`src/rtl/seq_pattern_fsm_pkg.sv`:
```
// Shared types and constants for the serial pattern detector.
package seq_pattern_pkg;

    typedef enum logic [1:0] {
        IDLE  = 2'd0,
        FILL  = 2'd1,
        ARMED = 2'd2
    } state_t;

    localparam int PATTERN_LEN_MIN = 2;
    localparam int PATTERN_LEN_MAX = 16;

    // Bits needed to hold a fill level of 0..len inclusive.
    function automatic int fill_width(input int len);
        return $clog2(len + 1);
    endfunction

endpackage

```
`src/rtl/seq_pattern_fsm_sat_counter.sv`:
```
// Saturating up-counter with synchronous clear; clear wins over increment.
module sat_counter #(
    parameter int W = 8
) (
    input  logic         clk,
    input  logic         areset,
    input  logic         clr,
    input  logic         inc,
    output logic [W-1:0] cnt
);

    // Count up on inc, stick at all-ones, clear on clr or areset.
    always_ff @(posedge clk or posedge areset) begin
        if (areset) begin
            cnt <= '0;
        end else if (clr) begin
            cnt <= '0;
        end else if (inc && (cnt != {W{1'b1}})) begin
            cnt <= cnt + W'(1);
        end
    end

endmodule

```
`src/rtl/seq_pattern_fsm.sv`:
```
// Registered serial pattern detector with a one-cycle Moore match flag.
// Optional saturating match counter enabled by SEQ_PATTERN_MATCH_CNT_EN.
//
// state | meaning
// IDLE  | no bits collected (fill == 0)
// FILL  | partial history (0 < fill < PATTERN_LEN)
// ARMED | full history, every enabled bit is a match candidate
module seq_pattern_fsm
    import seq_pattern_pkg::*;
#(
    parameter int PATTERN_LEN = 4,
    parameter int OVERLAP     = 1,
    parameter int CNT_W       = 8
) (
    input  logic                   clk,
    input  logic                   areset,
    input  logic                   clr,
    input  logic                   en,
    input  logic                   x,
    input  logic [PATTERN_LEN-1:0] pattern,
    output logic                   z,
    output logic [1:0]             state
`ifdef SEQ_PATTERN_MATCH_CNT_EN
    ,
    output logic [CNT_W-1:0]       match_cnt
`endif
);

    localparam int FW = fill_width(PATTERN_LEN);
    localparam logic [FW-1:0] FILL_FULL = FW'(PATTERN_LEN);

    if ((PATTERN_LEN < PATTERN_LEN_MIN) || (PATTERN_LEN > PATTERN_LEN_MAX)) begin : g_len_chk
        $error("seq_pattern_fsm: PATTERN_LEN must be in 2..16");
    end
    if (CNT_W < 1) begin : g_cnt_chk
        $error("seq_pattern_fsm: CNT_W must be at least 1");
    end

    logic [PATTERN_LEN-1:0] hist, hist_n, shifted;
    logic [FW-1:0]          fill, fill_n, fill_inc;
    logic                   z_n;
    logic                   match;
    state_t                 cur_state;

    // State register: history, fill level and the registered match flag.
    always_ff @(posedge clk or posedge areset) begin
        if (areset) begin
            hist <= '0;
            fill <= '0;
            z    <= 1'b0;
        end else begin
            hist <= hist_n;
            fill <= fill_n;
            z    <= z_n;
        end
    end

    // Next-state: shift in on enabled edges, compare against the live pattern.
    always_comb begin
        hist_n   = hist;
        fill_n   = fill;
        z_n      = 1'b0;
        match    = 1'b0;
        shifted  = {hist[PATTERN_LEN-2:0], x};
        fill_inc = (fill == FILL_FULL) ? fill : fill + FW'(1);
        if (clr) begin
            hist_n = '0;
            fill_n = '0;
        end else if (en) begin
            match = (fill_inc == FILL_FULL) && (shifted == pattern);
            z_n   = match;
            if (match && (OVERLAP == 0)) begin
                hist_n = '0;
                fill_n = '0;
            end else begin
                hist_n = shifted;
                fill_n = fill_inc;
            end
        end
    end

    // State is a pure decode of the fill level, so it can never reach encoding 3.
    always_comb begin
        if (fill == '0) begin
            cur_state = IDLE;
        end else if (fill == FILL_FULL) begin
            cur_state = ARMED;
        end else begin
            cur_state = FILL;
        end
    end

    assign state = cur_state;

`ifdef SEQ_PATTERN_MATCH_CNT_EN
    sat_counter #(
        .W(CNT_W)
    ) u_match_cnt (
        .clk    (clk),
        .areset (areset),
        .clr    (clr),
        .inc    (match),
        .cnt    (match_cnt)
    );
`endif

endmodule

```
`config.mk`:
```
export PLATFORM = sky130hd
export DESIGN_NAME = seq_pattern_fsm
export DESIGN_NICKNAME = d
export VERILOG_FILES = /design/src/rtl/seq_pattern_fsm_pkg.sv /design/src/rtl/seq_pattern_fsm_sat_counter.sv /design/src/rtl/seq_pattern_fsm.sv
export SDC_FILE = /design/constraint.sdc
export NUM_CORES = 1
export LEC_CHECK = 0
export ABC_CLOCK_PERIOD_IN_PS = 2950
export CORE_AREA = 4 4 41 43
export CTS_CLUSTER_SIZE = 8
export DETAILED_ROUTE_END_ITERATION = 10
export DIE_AREA = 0 0 45 47
export PLACE_DENSITY = 0.54
export SLEW_MARGIN = 20
export SYNTH_ARGS = -nofsm -noshare
export SYNTH_HDL_FRONTEND = slang
export SYNTH_SLANG_ARGS = --single-unit
```
`constraint.sdc`:
```
create_clock -name clk -period 2.95 [get_ports clk]
set_input_delay 0.4425 -clock clk [delete_from_list [all_inputs] [get_ports clk]]
set_output_delay 0.4425 -clock clk [all_outputs]
set_load 0.05 [all_outputs]
```
== Word level (Yosys, flattened, before mapping) ==
Index checks and enable logic that the tools add are counted.

* Bits in registers: 7
* Bits in latches: 0
* Bits in writable memories: 0
* Memory bits (read-only): 0
* Input port bits: 9
* Output and inout bits: 3
* Memories: 0

* Add/subtract/negate cells: 1
* Multiply operators: 0
* Divide/modulo/power cells: 0
* $lt $le $gt $ge: 0
* Equality and inequality tests: 3
* Shift operators: 0
* Multiplexer cells: 9
* Bitwise gates (word level): 0
* Reduce and logical (&&, ||, !) cells: 3

{| class="wikitable"
|+ Operators with widths
! cell !! number
|-
| 3-bit 2-to-1 mux || 5
|-
| 3-bit == test (second input constant) || 2
|-
| 4-bit == test || 1
|-
| 2-bit 2-to-1 mux || 2
|-
| 3-bit by 1-bit adder with 3-bit output (second input constant) || 1
|-
| 3-bit logical NOT || 1
|-
| 1-bit 2-to-1 mux || 2
|-
| 2-bit nonzero test || 1
|-
| 1-bit logical AND || 1
|}

== Logic depth before layout (Yosys ltp) ==
* Word-level depth: 6
* Depth in mapped cells: 5
* Gate-level depth less buffers: 5

== Least setup slack after synthesis ==
OpenSTA, ideal clock, no wires.

* Path type: register to output
* From: register fill[0]
* To: output port state[1]
* Arrival: 1122 ps
* Slack: 1386 ps
* Cell stages (with the launch flop): 4
* Buffers on the path: 0
* Cells stage by stage: dfrtp_1 > inv_1 > ha_1 > and2_1

* Longest elaborated chain between the ends: 3

{| class="wikitable"
|+ RTL lines
! what !! line !! source
|-
| from (decl) || seq_pattern_fsm.sv:40 || <nowiki>logic [FW-1:0] fill, fill_n, fill_inc;</nowiki>
|-
| from (signal assigned) || seq_pattern_fsm.sv:53 || <nowiki>fill <= fill_n;</nowiki>
|-
| 3-bit == test || seq_pattern_fsm.sv:86 || <nowiki>end else if (fill == FILL_FULL) begin</nowiki>
|-
| 2-bit 2-to-1 mux || seq_pattern_fsm.sv:86 ||
|-
| 2-bit 2-to-1 mux * || seq_pattern_fsm.sv:84 || <nowiki>if (fill == '0) begin</nowiki>
|-
| to (decl) || seq_pattern_fsm.sv:22 || <nowiki>output logic [1:0] state</nowiki>
|}

Mark *: on every way between the ends. The rest lies on a longest branch, timed or not.

== Worst setup path after layout ==
Same ends and word-level chain as after synthesis.

==> results.cfg <==
[status]
status = completed

[synthesis]
syn_inst = 41
syn-cell-area_sq_um = 419.2
synth-adder-area-share_pct = 5.970
synthSimpleGateAreaFrac_pct = 18.81
synth_edf_count = 0
async_reset_ff_share_pct = 100.0
synthMuxAreaShare_pct = 9.552
synth_seq_cells = 7
synth_compound_area_share_pct = 7.164
ys_warn_count = 0
mappedNetlistNets = 52
ys.flop_type = dfrtp_1
yosysUniqueCellTypes = 18
ys_seq_area_share_pct = 41.79
syn_area_per_cell_sq_um = 10.22
synth_top_family_by_area = simple AND/OR/NAND/NOR gates
synth_xor_area_share_pct = 10.45

[cells_and_area]
postLayoutCellArea_sq_um = 563.0
register_area_sq_um = 175.2
final_util_pct = 43.27
drive_gt1_share_pct = 9.091
multi_input_area_sq_um = 217.7
stdcell_count = 70
synthToLayoutAreaGrowth_pct = 34.33
fillers = 139
finalNetCount = 67
layout_common_cells = clkdlybuf4s50_1 (11), dfrtp_1 (7), nor2_1 (6)
n_antenna_cell = 0
layout_commonest_cell = clkdlybuf4s50_1

[die]
start_util_pct = 32.21
dieWidth_microns = 45
rows = 13
fp.coreArea_sq_mm = 0.001301
pin_count = 12
dieArea_sq_mm = 0.002115
die-height_microns = 47

[worst_setup_path]
r2r_end = z
r2r-start = fill[0]
cp.required_ns = 2.51
setup.worst_path.start_class = flip-flop
endpoint_kind = primary output
crit_arrival_ns = 1.91
critPathMaxFanout = 6
rr_worst_depth = 5
criticalPathCategory = reg -> out
reg2reg_slack_ns = 1.65

[global_route]
first_global_vias = 305
grt_use_met1_pct = 11.86
gr-total-overflow = 0
track_usage_pct = 9.713
use_met2_pct = 12.15
grtUsageMet3_pct = 6.130
grt_pass1_wl_microns = 1359
grt_max_degree = 9
grt-busiest-layer = met2
antenna_found_initial = 0

[timing]
timing.fmax_mhz = 424.8
period_needed_ns = 2.354
slew_violations = 0
finalHoldViolations = 0
max_slew.worst_pin.slew_ns = 0.4890
fin_tns_setup_ns = 0
maxSlewHeadroom_pct = 67.30
post-route-period-util_pct = 79.80
rsz0062_at_grt = false
setup_viol = 0
whs_ns = 0.4109
fin_worst_skew_ns = 0.002380
setup_slack_ns = 0.5960

[cts]
cts_setup_buffers = 0
cts_resized = 0
cts_hold_buf = 0
clk_pin_slew_ns = 0.05
cts_root_buf = clkbuf_4
clockBufferDepth = 2
clock_latency_ns = 0.25
cts_tree = built
h-tree-depth = 1
cts.sinks = 7
cts_buffers = 3

[route]
wl_per_cell_microns = 10.71
drcViolationCount = 0
vias = 311
drt_iter0_markers = 1
ant_nets = 0
wl_microns = 750
drtPass1Iterations = 4
via_per_inst = 4.443

[placement]
dpl_worst_slack_ns = 0.8537
place_congestion = 0.6640
placed_cell_area_sq_um = 536.8
dp.cells = 66
port_buffers = 11

[hold_path]
hold_path_class = in -> async

[pwr]
p_per_area_mw_per_mm2 = 446.3
cellLeakagePower_nw = 0.2474
peakVddDrop_uv = 237.0
totalPowerFinal_uw = 251.3

[flow_run]
drv_cap = 0
## worst max-delay path by stage
stage                 start        to  slack (ns)  cells past startpoint
floorplan           fill[0]  state[1]        1.39                      3
global placement    fill[0]  state[1]        0.87                      4
detailed placement  fill[0]  state[1]        0.85                      4
CTS                 fill[0]  state[1]        0.57                      4
global route        fill[0]  state[1]        0.45                      4
finish              fill[0]  state[1]        0.60                      4
## critical path: stages, from the launching register on
cell and delay (ns):
dfrtp_1 0.43, inv_1 0.08, ha_1 0.22, and2_1 0.14
clkdlybuf4s50_1 0.79
## power by group
group / internal [mW] / total, mW / leakage [nW] / switching (mW)
Sequential: 0.101 / 0.105 / 0.0953 / 0.00493
Clock: 0.0517 / 0.0879 / 0.0150 / 0.0363
Combinational: 0.0288 / 0.0578 / 0.137 / 0.0290
## area by class of cell
type / count / share of cell area, %
flip-flops and latches: 7 / 31.11
clock buffers: 4 / 4.667
multi-input cells: 29 / 38.67
well taps: 15 / 3.333
repair buffers: 11 / 19.56
inverters: 4 / 2.667
## logic make-up after synthesis
group / Yosys count
and+or+nand+nor: 14
DFF: 7
xor gates and xnor gates: 5
buffers and inverters: 5
AOI/OAI and AO/OA: 4
muxes: 4
adders and majority gates: 2
## registers in the layout, indices dropped and copies added, names as in the netlist
name and count:
fill 3, hist 3, z 1
## metal layers
metal | up-vias | share of wire (%)
li1 | 164 | -
met1 | 135 | 43
met2 | 8 | 47
met3 | 4 | 7.5
met4 | 0 | 2.9
met5 | - | 0
## cells in the mapped netlist, types with 2 or more instances
library cell | count | area [sq um]
nor2_1 | 6 | 22.52
ha_1 | 2 | 25.02
inv_1 | 4 | 15.01
nand3_1 | 2 | 10.01
dfrtp_1 | 7 | 175.2
xnor2_1 | 5 | 43.79
mux2i_1 | 4 | 40.04
(Power assumes the default switching activity.)
